<file path="config.mk">
export PLATFORM = sky130hd
export DESIGN_NAME = uart_cfg_ctrl
export DESIGN_NICKNAME = d
export VERILOG_FILES = /design/src/rtl/uart_cfg_ctrl_pkg.sv /design/src/rtl/uart_cfg_ctrl.sv
export SDC_FILE = /design/constraint.sdc
export NUM_CORES = 1
export LEC_CHECK = 0
export CAP_MARGIN = 20
export CORE_ASPECT_RATIO = 0.8
export CORE_UTILIZATION = 48
export CTS_CLUSTER_SIZE = 8
export DETAILED_ROUTE_END_ITERATION = 10
export PLACE_DENSITY_LB_ADDON = 0.05
export SLEW_MARGIN = 5
export SYNTH_ARGS = -nofsm -noshare
export SYNTH_HDL_FRONTEND = slang
export SYNTH_SLANG_ARGS = --single-unit
</file>
<file path="constraint.sdc">
create_clock -name clk_i -period 2 [get_ports clk_i]
set_clock_uncertainty 0.15 [all_clocks]
set_input_delay 0.2 -clock clk_i [delete_from_list [all_inputs] [get_ports clk_i]]
set_output_delay 0.2 -clock clk_i [all_outputs]
set_load 0.02 [all_outputs]
</file>
<file path="src/rtl/uart_cfg_ctrl_pkg.sv">
// Shared UART configuration definitions: timing constants, handshake bytes,
// controller state encoding and the line-format field encodings.
package uart_cfg_ctrl_pkg;

    localparam int SYSTEM_CLOCK_FREQ = 50_000_000;
    localparam int COUNT_10MS        = SYSTEM_CLOCK_FREQ / 100;

    localparam logic [1:0] CFG_HEADER = 2'b10;
    localparam logic [7:0] CFG_ACK    = 8'h06;
    localparam logic [7:0] CFG_NACK   = 8'h15;

    typedef enum logic [2:0] {
        ST_IDLE,
        ST_REQ_LOW,
        ST_SEND_CFG,
        ST_WAIT_ACK,
        ST_SLV_WAIT_CFG,
        ST_SLV_SEND_RSP
    } cfg_state_t;

    localparam logic [1:0] DW_5BIT = 2'b00;
    localparam logic [1:0] DW_6BIT = 2'b01;
    localparam logic [1:0] DW_7BIT = 2'b10;
    localparam logic [1:0] DW_8BIT = 2'b11;

    localparam logic [1:0] SB_1BIT  = 2'b00;
    localparam logic [1:0] SB_15BIT = 2'b01;
    localparam logic [1:0] SB_2BIT  = 2'b10;

    localparam logic [1:0] PARITY_NONE = 2'b00;
    localparam logic [1:0] PARITY_ODD  = 2'b01;
    localparam logic [1:0] PARITY_EVEN = 2'b10;
    localparam logic [1:0] PARITY_MARK = 2'b11;

    // Field order matches bits [5:0] of the configuration byte.
    typedef struct packed {
        logic [1:0] data_width;
        logic [1:0] stop_bits;
        logic [1:0] parity;
    } uart_cfg_t;

    localparam uart_cfg_t CFG_DEFAULT = '{data_width: DW_8BIT, stop_bits: SB_1BIT, parity: PARITY_NONE};

    function automatic logic [7:0] cfg_byte(input uart_cfg_t c);
        return {CFG_HEADER, c};
    endfunction

endpackage

</file>
<file path="src/rtl/uart_cfg_ctrl.sv">
// UART line-configuration handshake controller (master request and slave response).
// Optional build macro CFG_TIMEOUT_EN: abort reply waits after one 10 ms interval.
module uart_cfg_ctrl
    import uart_cfg_ctrl_pkg::*;
#(
    parameter int COUNT_10MS_P = COUNT_10MS
) (
    input  logic       clk_i,
    input  logic       rst_n_i,
    input  logic       cfg_start_i,
    input  logic [1:0] cfg_data_width_i,
    input  logic [1:0] cfg_stop_bits_i,
    input  logic [1:0] cfg_parity_i,
    input  logic       cfg_req_slv_i,
    input  logic       rx_done_i,
    input  logic [7:0] rx_data_i,
    input  logic       tx_done_i,
    output logic       tx_req_o,
    output logic [7:0] tx_data_o,
    output logic       tx_force_low_o,
    output logic [1:0] data_width_o,
    output logic [1:0] stop_bits_o,
    output logic [1:0] parity_mode_o,
    output logic       cfg_busy_o,
    output logic       cfg_done_o,
    output logic       cfg_error_o
);

    localparam int CNT_W = (COUNT_10MS_P > 1) ? $clog2(COUNT_10MS_P) : 1;
    localparam logic [CNT_W-1:0] CNT_LAST = CNT_W'(COUNT_10MS_P - 1);

    cfg_state_t       state_reg;
    uart_cfg_t        active_reg;
    uart_cfg_t        pending_reg;
    logic [CNT_W-1:0] cnt_reg;
    logic             rsp_ack_reg;

    assign data_width_o  = active_reg.data_width;
    assign stop_bits_o   = active_reg.stop_bits;
    assign parity_mode_o = active_reg.parity;

    always_ff @(posedge clk_i) begin
        if (!rst_n_i) begin
            state_reg      <= ST_IDLE;
            active_reg     <= CFG_DEFAULT;
            pending_reg    <= '0;
            cnt_reg        <= '0;
            rsp_ack_reg    <= 1'b0;
            tx_req_o       <= 1'b0;
            tx_data_o      <= 8'h00;
            tx_force_low_o <= 1'b0;
            cfg_busy_o     <= 1'b0;
            cfg_done_o     <= 1'b0;
            cfg_error_o    <= 1'b0;
        end else begin
            tx_req_o    <= 1'b0;
            cfg_done_o  <= 1'b0;
            cfg_error_o <= 1'b0;

            case (state_reg)
                ST_IDLE: begin
                    // A remote request takes priority over a local start in the same cycle.
                    if (cfg_req_slv_i) begin
                        state_reg  <= ST_SLV_WAIT_CFG;
                        cnt_reg    <= '0;
                        cfg_busy_o <= 1'b1;
                    end else if (cfg_start_i) begin
                        pending_reg    <= '{data_width: cfg_data_width_i,
                                            stop_bits:  cfg_stop_bits_i,
                                            parity:     cfg_parity_i};
                        cnt_reg        <= '0;
                        state_reg      <= ST_REQ_LOW;
                        tx_force_low_o <= 1'b1;
                        cfg_busy_o     <= 1'b1;
                    end
                end

                ST_REQ_LOW: begin
                    if (cnt_reg == CNT_LAST) begin
                        tx_force_low_o <= 1'b0;
                        tx_req_o       <= 1'b1;
                        tx_data_o      <= cfg_byte(pending_reg);
                        state_reg      <= ST_SEND_CFG;
                    end else begin
                        cnt_reg <= cnt_reg + 1'b1;
                    end
                end

                ST_SEND_CFG: begin
                    if (tx_done_i) begin
                        cnt_reg   <= '0;
                        state_reg <= ST_WAIT_ACK;
                    end
                end

                ST_WAIT_ACK: begin
                    if (rx_done_i) begin
                        if (rx_data_i == CFG_ACK) begin
                            active_reg <= pending_reg;
                            cfg_done_o <= 1'b1;
                        end else begin
                            cfg_error_o <= 1'b1;
                        end
                        state_reg  <= ST_IDLE;
                        cfg_busy_o <= 1'b0;
                    end
`ifdef CFG_TIMEOUT_EN
                    else if (cnt_reg == CNT_LAST) begin
                        cfg_error_o <= 1'b1;
                        state_reg   <= ST_IDLE;
                        cfg_busy_o  <= 1'b0;
                    end else begin
                        cnt_reg <= cnt_reg + 1'b1;
                    end
`endif
                end

                ST_SLV_WAIT_CFG: begin
                    if (rx_done_i) begin
                        if (rx_data_i[7:6] == CFG_HEADER) begin
                            pending_reg <= uart_cfg_t'(rx_data_i[5:0]);
                            rsp_ack_reg <= 1'b1;
                            tx_data_o   <= CFG_ACK;
                        end else begin
                            rsp_ack_reg <= 1'b0;
                            tx_data_o   <= CFG_NACK;
                        end
                        tx_req_o  <= 1'b1;
                        state_reg <= ST_SLV_SEND_RSP;
                    end
`ifdef CFG_TIMEOUT_EN
                    else if (cnt_reg == CNT_LAST) begin
                        cfg_error_o <= 1'b1;
                        state_reg   <= ST_IDLE;
                        cfg_busy_o  <= 1'b0;
                    end else begin
                        cnt_reg <= cnt_reg + 1'b1;
                    end
`endif
                end

                ST_SLV_SEND_RSP: begin
                    // New settings take effect only once the response byte has left the line.
                    if (tx_done_i) begin
                        if (rsp_ack_reg) begin
                            active_reg <= pending_reg;
                            cfg_done_o <= 1'b1;
                        end else begin
                            cfg_error_o <= 1'b1;
                        end
                        state_reg  <= ST_IDLE;
                        cfg_busy_o <= 1'b0;
                    end
                end

                default: begin
                    state_reg      <= ST_IDLE;
                    tx_force_low_o <= 1'b0;
                    cfg_busy_o     <= 1'b0;
                end
            endcase
        end
    end

endmodule

</file>
==> results of run 1 <==
==> kinds of logic (layout without fill, tap and decap cells) <==
group	count (synthesis)	count (layout)
compound gates	79	79
fa+ha+maj	2	2
buf+inv	23	97
flops	47	47
mux	7	7
other cells	1	1
simple gates	145	145
==> final timing paths <==
check | start | to | cells after the start
setup / recovery | cnt_reg[11] | cnt_reg[4] | 6
hold reg to reg | tx_data_o[7] | tx_data_o[7] | 2
setup reg to reg | cnt_reg[11] | cnt_reg[4] | 6
hold / removal | cfg_stop_bits_i[1] | pending_reg[3] | 3
==> power groups by stage <==
| stage | Clock [mW] | Combinational [mW] | Sequential [mW] |
|---|---|---|---|
| floorplan | 0 | 0.706 | 1.15 |
| global placement | 0 | 1.15 | 1.16 |
| detailed placement | 0 | 1.15 | 1.16 |
| CTS | 0.624 | 1.16 | 1.13 |
| global route | 0.656 | 1.38 | 1.16 |
| finish | 0.606 | 1.26 | 1.14 |
==> worst max-delay path: cells and delay by family, from the launching register on <==
family | cells | cell delay (ns)
simple gates | 4 | 0.95
flops | 1 | 0.37
compound gates | 1 | 0.28
buf+inv | 1 | 0.16
==> final cells by class <==
cell class | instances | area [µm²] | share of cell area (%)
Multi-Input combinational cell | 234 | 1530 | 44.7
Sequential cell | 47 | 950 | 27.7
Timing Repair Buffer | 83 | 752 | 21.9
Tap cell | 62 | 77.6 | 2.26
Clock buffer | 5 | 68.8 | 2.01
Clock inverter | 3 | 25.0 | 0.730
Inverter | 6 | 22.5 | 0.657
==> placed cells by master (no fill, tap or decap), types with 8 or more instances in the layout <==
cell type / n
nand3_1: 12
nor2_1: 27
o21ai_0: 9
nand2_1: 43
a311oi_1: 8
a21oi_1: 18
clkdlybuf4s50_1: 37
buf_4: 41
nor3_1: 9
dfxtp_1: 42
==> stage by stage <==
stage	power [mW]	setup slack, ns	cell area (µm²)	std cells	hold slack, ns
2_1_floorplan	1.86	0.0402	2490	304	0.190
3_3_place_gp	2.30	-0.267	3170	428	0.295
3_5_place_dp	2.31	-0.272	3170	428	0.296
4_1_cts	2.92	0.00339	3280	437	0.303
5_1_grt	3.19	-0.0760	3430	440	0.303
6_report	3.01	-0.00763	3430	440	0.308
==> timing repair <==
item	CTS	global route
gates cloned	0	0
gates resized for setup	3	33
setup endpoints to repair	9	29
pin swaps	1	12
buffers inserted	1	3
==> layer usage <==
layer	global-route usage (%)	routed length [µm]	vias up
li1	-	-	1281
met1	38.0	3190	1173
met2	35.4	2830	75
met3	5.79	443	5
met4	7.24	64	0
met5	0	0	-
==> impl_metrics.csv, run 1 <==
group,metric,value,unit
pwr,p_int,1.86,mW
place,dp_hpwl,4.67,mm
sta,finalMaxSlewViolations,0,
drt,vias,2534,
yosys,synth-edff-count,0,
drt,antenna_left,0,
pwr,p_clk_share,20.2,%
clock_network,clk_pin_slew,0.09,ns
yosys,syn_inst,304,
pwr,power_frac_seq,38.0,%
yosys,synth_top_cell_by_area,"dfxtp_1",
yosys,mappedNetlistArea,2480,µm²
finish,drive_gt1_share,25.7,%
worst_setup_path,crit_fanout,7,
sta,finalHoldViolations,0,
worst_hold_path,hp-class,"input port to register",
sta,fin_tns_setup,-0.00763,ns
worst_setup_path,crit_required,2.07,ns
yosys,synth_common_cells,"47 x dfxtp_1, 46 x nand2_1, 29 x nor2_1",
clock_network,clockRootBuffer,"clkbuf_8",
sta,post-route-min-period,2.01,ns
global_route,grt_overflow,0,
yosys,yosys.area_share.simple,30.6,%
worst_setup_path,cp-end-kind,"register",
drt,wl_per_cell,14.8,µm
global_route,grtUsageTotal,25.4,%
clock_network,cts_tree,"yes",
clock_network,h-tree-depth,2,
yosys,synth_cell_types,60,
global_route,grt_max_degree,23,
sta,tightest_slew,0.489,ns
yosys,synth_flop_cell,"dfxtp_1",
global_route,grt_pass1_vias,2111,
job,drv_cap,0,
finish,final_nets,399,
yosys,async_flop_share,0,%
worst_setup_path,slowest_stage,"or4_4",
floorplan,ios,39,
run_status,violations,"setup timing",
yosys,synth_fa_ha_area_share,1.01,%
worst_setup_path,path_class,"register to register",
finish,largest_reg_flops,19,
drt,drt-total-wl,6.53,mm
global_route,antenna_found_initial,0,
global_route,grt_pass1_wl,10.3,mm
worst_setup_path,cpPeakStageDelay,0.56,ns
pwr,switchingPower,1.15,mW
clock_network,cts.sinks,47,
drt,viasPerCell,5.76,
floorplan,die_h,66.3,µm
sta,grt_setup_unrepaired,"yes",
yosys,yosysSeqAreaShare,37.9,%
clock_network,hold_buffers,0,
floorplan,die-area,5470,µm²
yosys,yosysMostFrequentCell,"dfxtp_1",
finish,final_util,68.5,%
floorplan,core,5010,µm²
yosys,yosys_warnings,0,
run_status,outcome,"complete, but fails checks",
pwr,pwr-share-comb,41.8,%
place,gp_congestion,0.894,
sta,setup_viol,1,
floorplan,die_w,82.4,µm
yosys,ys_top_cells_by_area,"dfxtp_1 38%, nand2_1 7.0%, nor2_1 4.4%",
worst_setup_path,critical_path_arrival,2.07,ns
pwr,p_sw_share,38.2,%
yosys,synth_top_family_by_area,"simple AND/OR/NAND/NOR gates",
pwr,vdd_drop_max,0.000598,V
drt,drt-initial-drc-count,176,
yosys,synth_area_per_cell,8.17,µm²
finish,area_growth_syn_to_layout,38.0,%
clock_network,cts_buffers,5,
clock_network,insertion_delay,0.31,ns
yosys,synth_xor_area_share,0,%
yosys,synth_top_area_share,37.9,%
place,port_buffers,37,
floorplan,fp-row-count,23,
worst_setup_path,start_kind,"register",
finish,fillCellCount,445,
yosys,ys_ff_latch,47,
finish,n_antenna_cell,0,
drt,route.detailed.drc,0,
worst_setup_path,crit_path_cell_trace,"nand4b_1 > or4_4 > nor3_4 > buf_6 > nor2_4 > a311oi_1",
sta,fin_ws,-0.00763,ns
sta,fin_crit_sh,100,%
sta,max_freq,498,MHz
yosys,synth_compound_area_share,22.2,%
sta,relSlewSlack,67.1,%
clock_network,clockBufferDepth,2,
yosys,syn-num-nets,326,
pwr,leakagePower,1.29,nW
drt,drt_pre_antenna_iters,4,
floorplan,initial_utilization,49.6,%
worst_setup_path,r2r_slack,-0.008,ns
yosys,yosys-mux-area-fraction,2.82,%
pwr,p_per_area,877,nW/µm²
(Power assumes the default switching activity.)
==> inputs of run 2 (changes only) <==
- CORE_ASPECT_RATIO: 0.8 -> 2
- CTS_CLUSTER_DIAMETER: not set -> 100
==> impl_metrics.csv, run 2 (same netlist as run 1, synthesis figures left out) <==
group,metric,value,unit
finish,layout_common_cells,"45 x buf_4, 43 x nand2_1, 39 x dfxtp_1",
sta,relSlewSlack,63.2,%
sta,tightest_slew,0.548,ns
pwr,vdd_drop_max,0.000880,V
floorplan,initial_utilization,50.6,%
worst_setup_path,cp-end-kind,"register",
clock_network,clockRootBuffer,"clkbuf_8",
global_route,grtUsageTotal,30.9,%
worst_setup_path,r2r_slack,-0.07,ns
global_route,grt_pass1_vias,2753,
clock_network,h-tree-depth,2,
job,drv_cap,0,
run_status,outcome,"complete, but fails checks",
sta,fin_crit_sh,103,%
sta,finalMaxSlewViolations,0,
worst_setup_path,crit_path_start,"cnt_reg[11]",
place,port_buffers,37,
worst_setup_path,start_kind,"register",
worst_hold_path,hp-class,"input port to register",
clock_network,insertion_delay,0.31,ns
drt,vias,2727,
worst_setup_path,path_buf_inv,2,
run_status,violations,"setup timing",
sta,grt_setup_unrepaired,"yes",
floorplan,ios,39,
finish,area_growth_syn_to_layout,46.9,%
worst_setup_path,crit_end,"cnt_reg[7]",
place,dp_hpwl,5.56,mm
global_route,grt_max_degree,23,
finish,largest_reg_flops,19,
worst_setup_path,crit_fanout,5,
finish,drive_gt1_share,29.8,%
drt,wl_per_cell,17.7,µm
sta,fin_tns_setup,-0.363,ns
global_route,grt_pass1_wl,12.5,mm
drt,drt-initial-drc-count,49,
clock_network,clockBufferDepth,2,
place,gp_congestion,0.901,
clock_network,cts_tree,"yes",
floorplan,fp-row-count,36,
finish,layout_commonest_cell,"buf_4",
worst_setup_path,worst-r2r-cell-count,7,
worst_setup_path,cp_top_family,"simple AND/OR/NAND/NOR gates",
finish,n_antenna_cell,0,
sta,setup_viol,10,
worst_setup_path,r2r_end,"cnt_reg[7]",
worst_setup_path,crit_path_cell_trace,"nand4b_1 > or4_4 > buf_6 > o21ai_4 > buf_6 > nor3_1 > o221a_2",
drt,drt_pre_antenna_iters,5,
worst_setup_path,cp.depth,7,
sta,max_freq,484,MHz
floorplan,die_w,52.9,µm
drt,antenna_left,0,
clock_network,hold_buffers,0,
worst_setup_path,reg2reg_from,"cnt_reg[11]",
sta,fin_ws,-0.0674,ns
floorplan,die_h,104,µm
drt,viasPerCell,6.07,
worst_setup_path,path_class,"register to register",
pwr,p_per_area,885,nW/µm²
clock_network,cts.sinks,47,
worst_setup_path,cp_common_cell,"buf_6",
clock_network,clk_pin_slew,0.09,ns
drt,route.detailed.drc,0,
drt,drt-total-wl,7.94,mm
finish,fillCellCount,388,
worst_setup_path,cpPeakStageDelay,0.55,ns
finish,final_nets,413,
global_route,grt_overflow,0,
pwr,leakagePower,1.44,nW
sta,holdWs,0.311,ns
sta,finalHoldViolations,0,
worst_setup_path,crit_required,2.06,ns
sta,post-route-min-period,2.07,ns
worst_setup_path,slowest_stage,"or4_4",
worst_setup_path,critical_path_arrival,2.12,ns
floorplan,core,4910,µm²
global_route,antenna_found_initial,0,
floorplan,die-area,5480,µm²
clock_network,cts_buffers,5,
-- run 2: changes by cell type in the layout (fill, tap and decap cells not counted), moves of 3 or more --
cell / change
buf_6: +10
nor3_2: -5
buf_4: +4
dfxtp_1: -3
dfxtp_2: +3
nor3_4: +3
-- run 2: area by class of cell --
cell class / instances / area [µm²] / share of cell area [%]
Clock buffer: 6 / 82.6 / 2.26
Clock inverter: 2 / 35.0 / 0.961
Inverter: 6 / 22.5 / 0.617
Multi-Input combinational cell: 234 / 1590 / 43.5
Sequential cell: 47 / 953 / 26.1
Tap cell: 57 / 71.3 / 1.96
Timing Repair Buffer: 97 / 895 / 24.5
-- run 2: routing by layer --
| metal | up-vias | GRT usage, % | wire length, µm |
|---|---|---|---|
| li1 | 1309 | - | - |
| met2 | 81 | 56.4 | 4460 |
| met1 | 1305 | 26.3 | 2690 |
| met5 | - | 0 | 0 |
| met4 | 0 | 23.1 | 496 |
| met3 | 32 | 6.90 | 300 |
-- run 2: metrics by stage --
step | total power [mW] | setup WS [ns] | std cells | utilization, % | area, µm²
final | 3.23 | -0.0674 | 449 | 74.3 | 3650
after global routing | 3.40 | -0.107 | 449 | 74.3 | 3650
after CTS | 3.11 | -0.0445 | 447 | 71.1 | 3490
after detailed placement | 2.30 | -0.206 | 434 | 65.8 | 3230
after global placement | 2.29 | -0.199 | 434 | 65.8 | 3230
after floorplan | 1.86 | 0.0402 | 304 | - | 2490
-- run 2: how the worst min path moves through the flow --
| stage | start | end | slack (ns) | cells past startpoint |
|---|---|---|---|---|
| CTS | cfg_parity_i[1] | pending_reg[1] | 0.30 | 3 |
| floorplan | rst_n_i | cnt_reg[17] | 0.19 | 2 |
| global route | cfg_data_width_i[0] | pending_reg[4] | 0.32 | 3 |
| finish | cfg_stop_bits_i[0] | pending_reg[2] | 0.31 | 3 |
| detailed placement | tx_data_o[7] | tx_data_o[7] | 0.31 | 2 |
| global placement | tx_data_o[7] | tx_data_o[7] | 0.30 | 2 |
-- run 2: power breakdown --
group	switching (mW)	leakage (nW)	total [mW]	internal, mW
logic	0.727	0.989	1.32	0.593
clock network	0.336	0.0612	0.740	0.405
registers	0.126	0.385	1.17	1.04
-- run 2: repair_timing --
item / CTS / global route
setup endpoints to repair: 18 / 31
setup buffers: 5 / 2
pin swaps: 6 / 16
resized for setup: 24 / 37
-- run 2: tightest hold or removal path: stages --
cell and delay, ns:
clkdlybuf4s50_1 0.40, nand2_1 0.05, a311oi_1 0.08
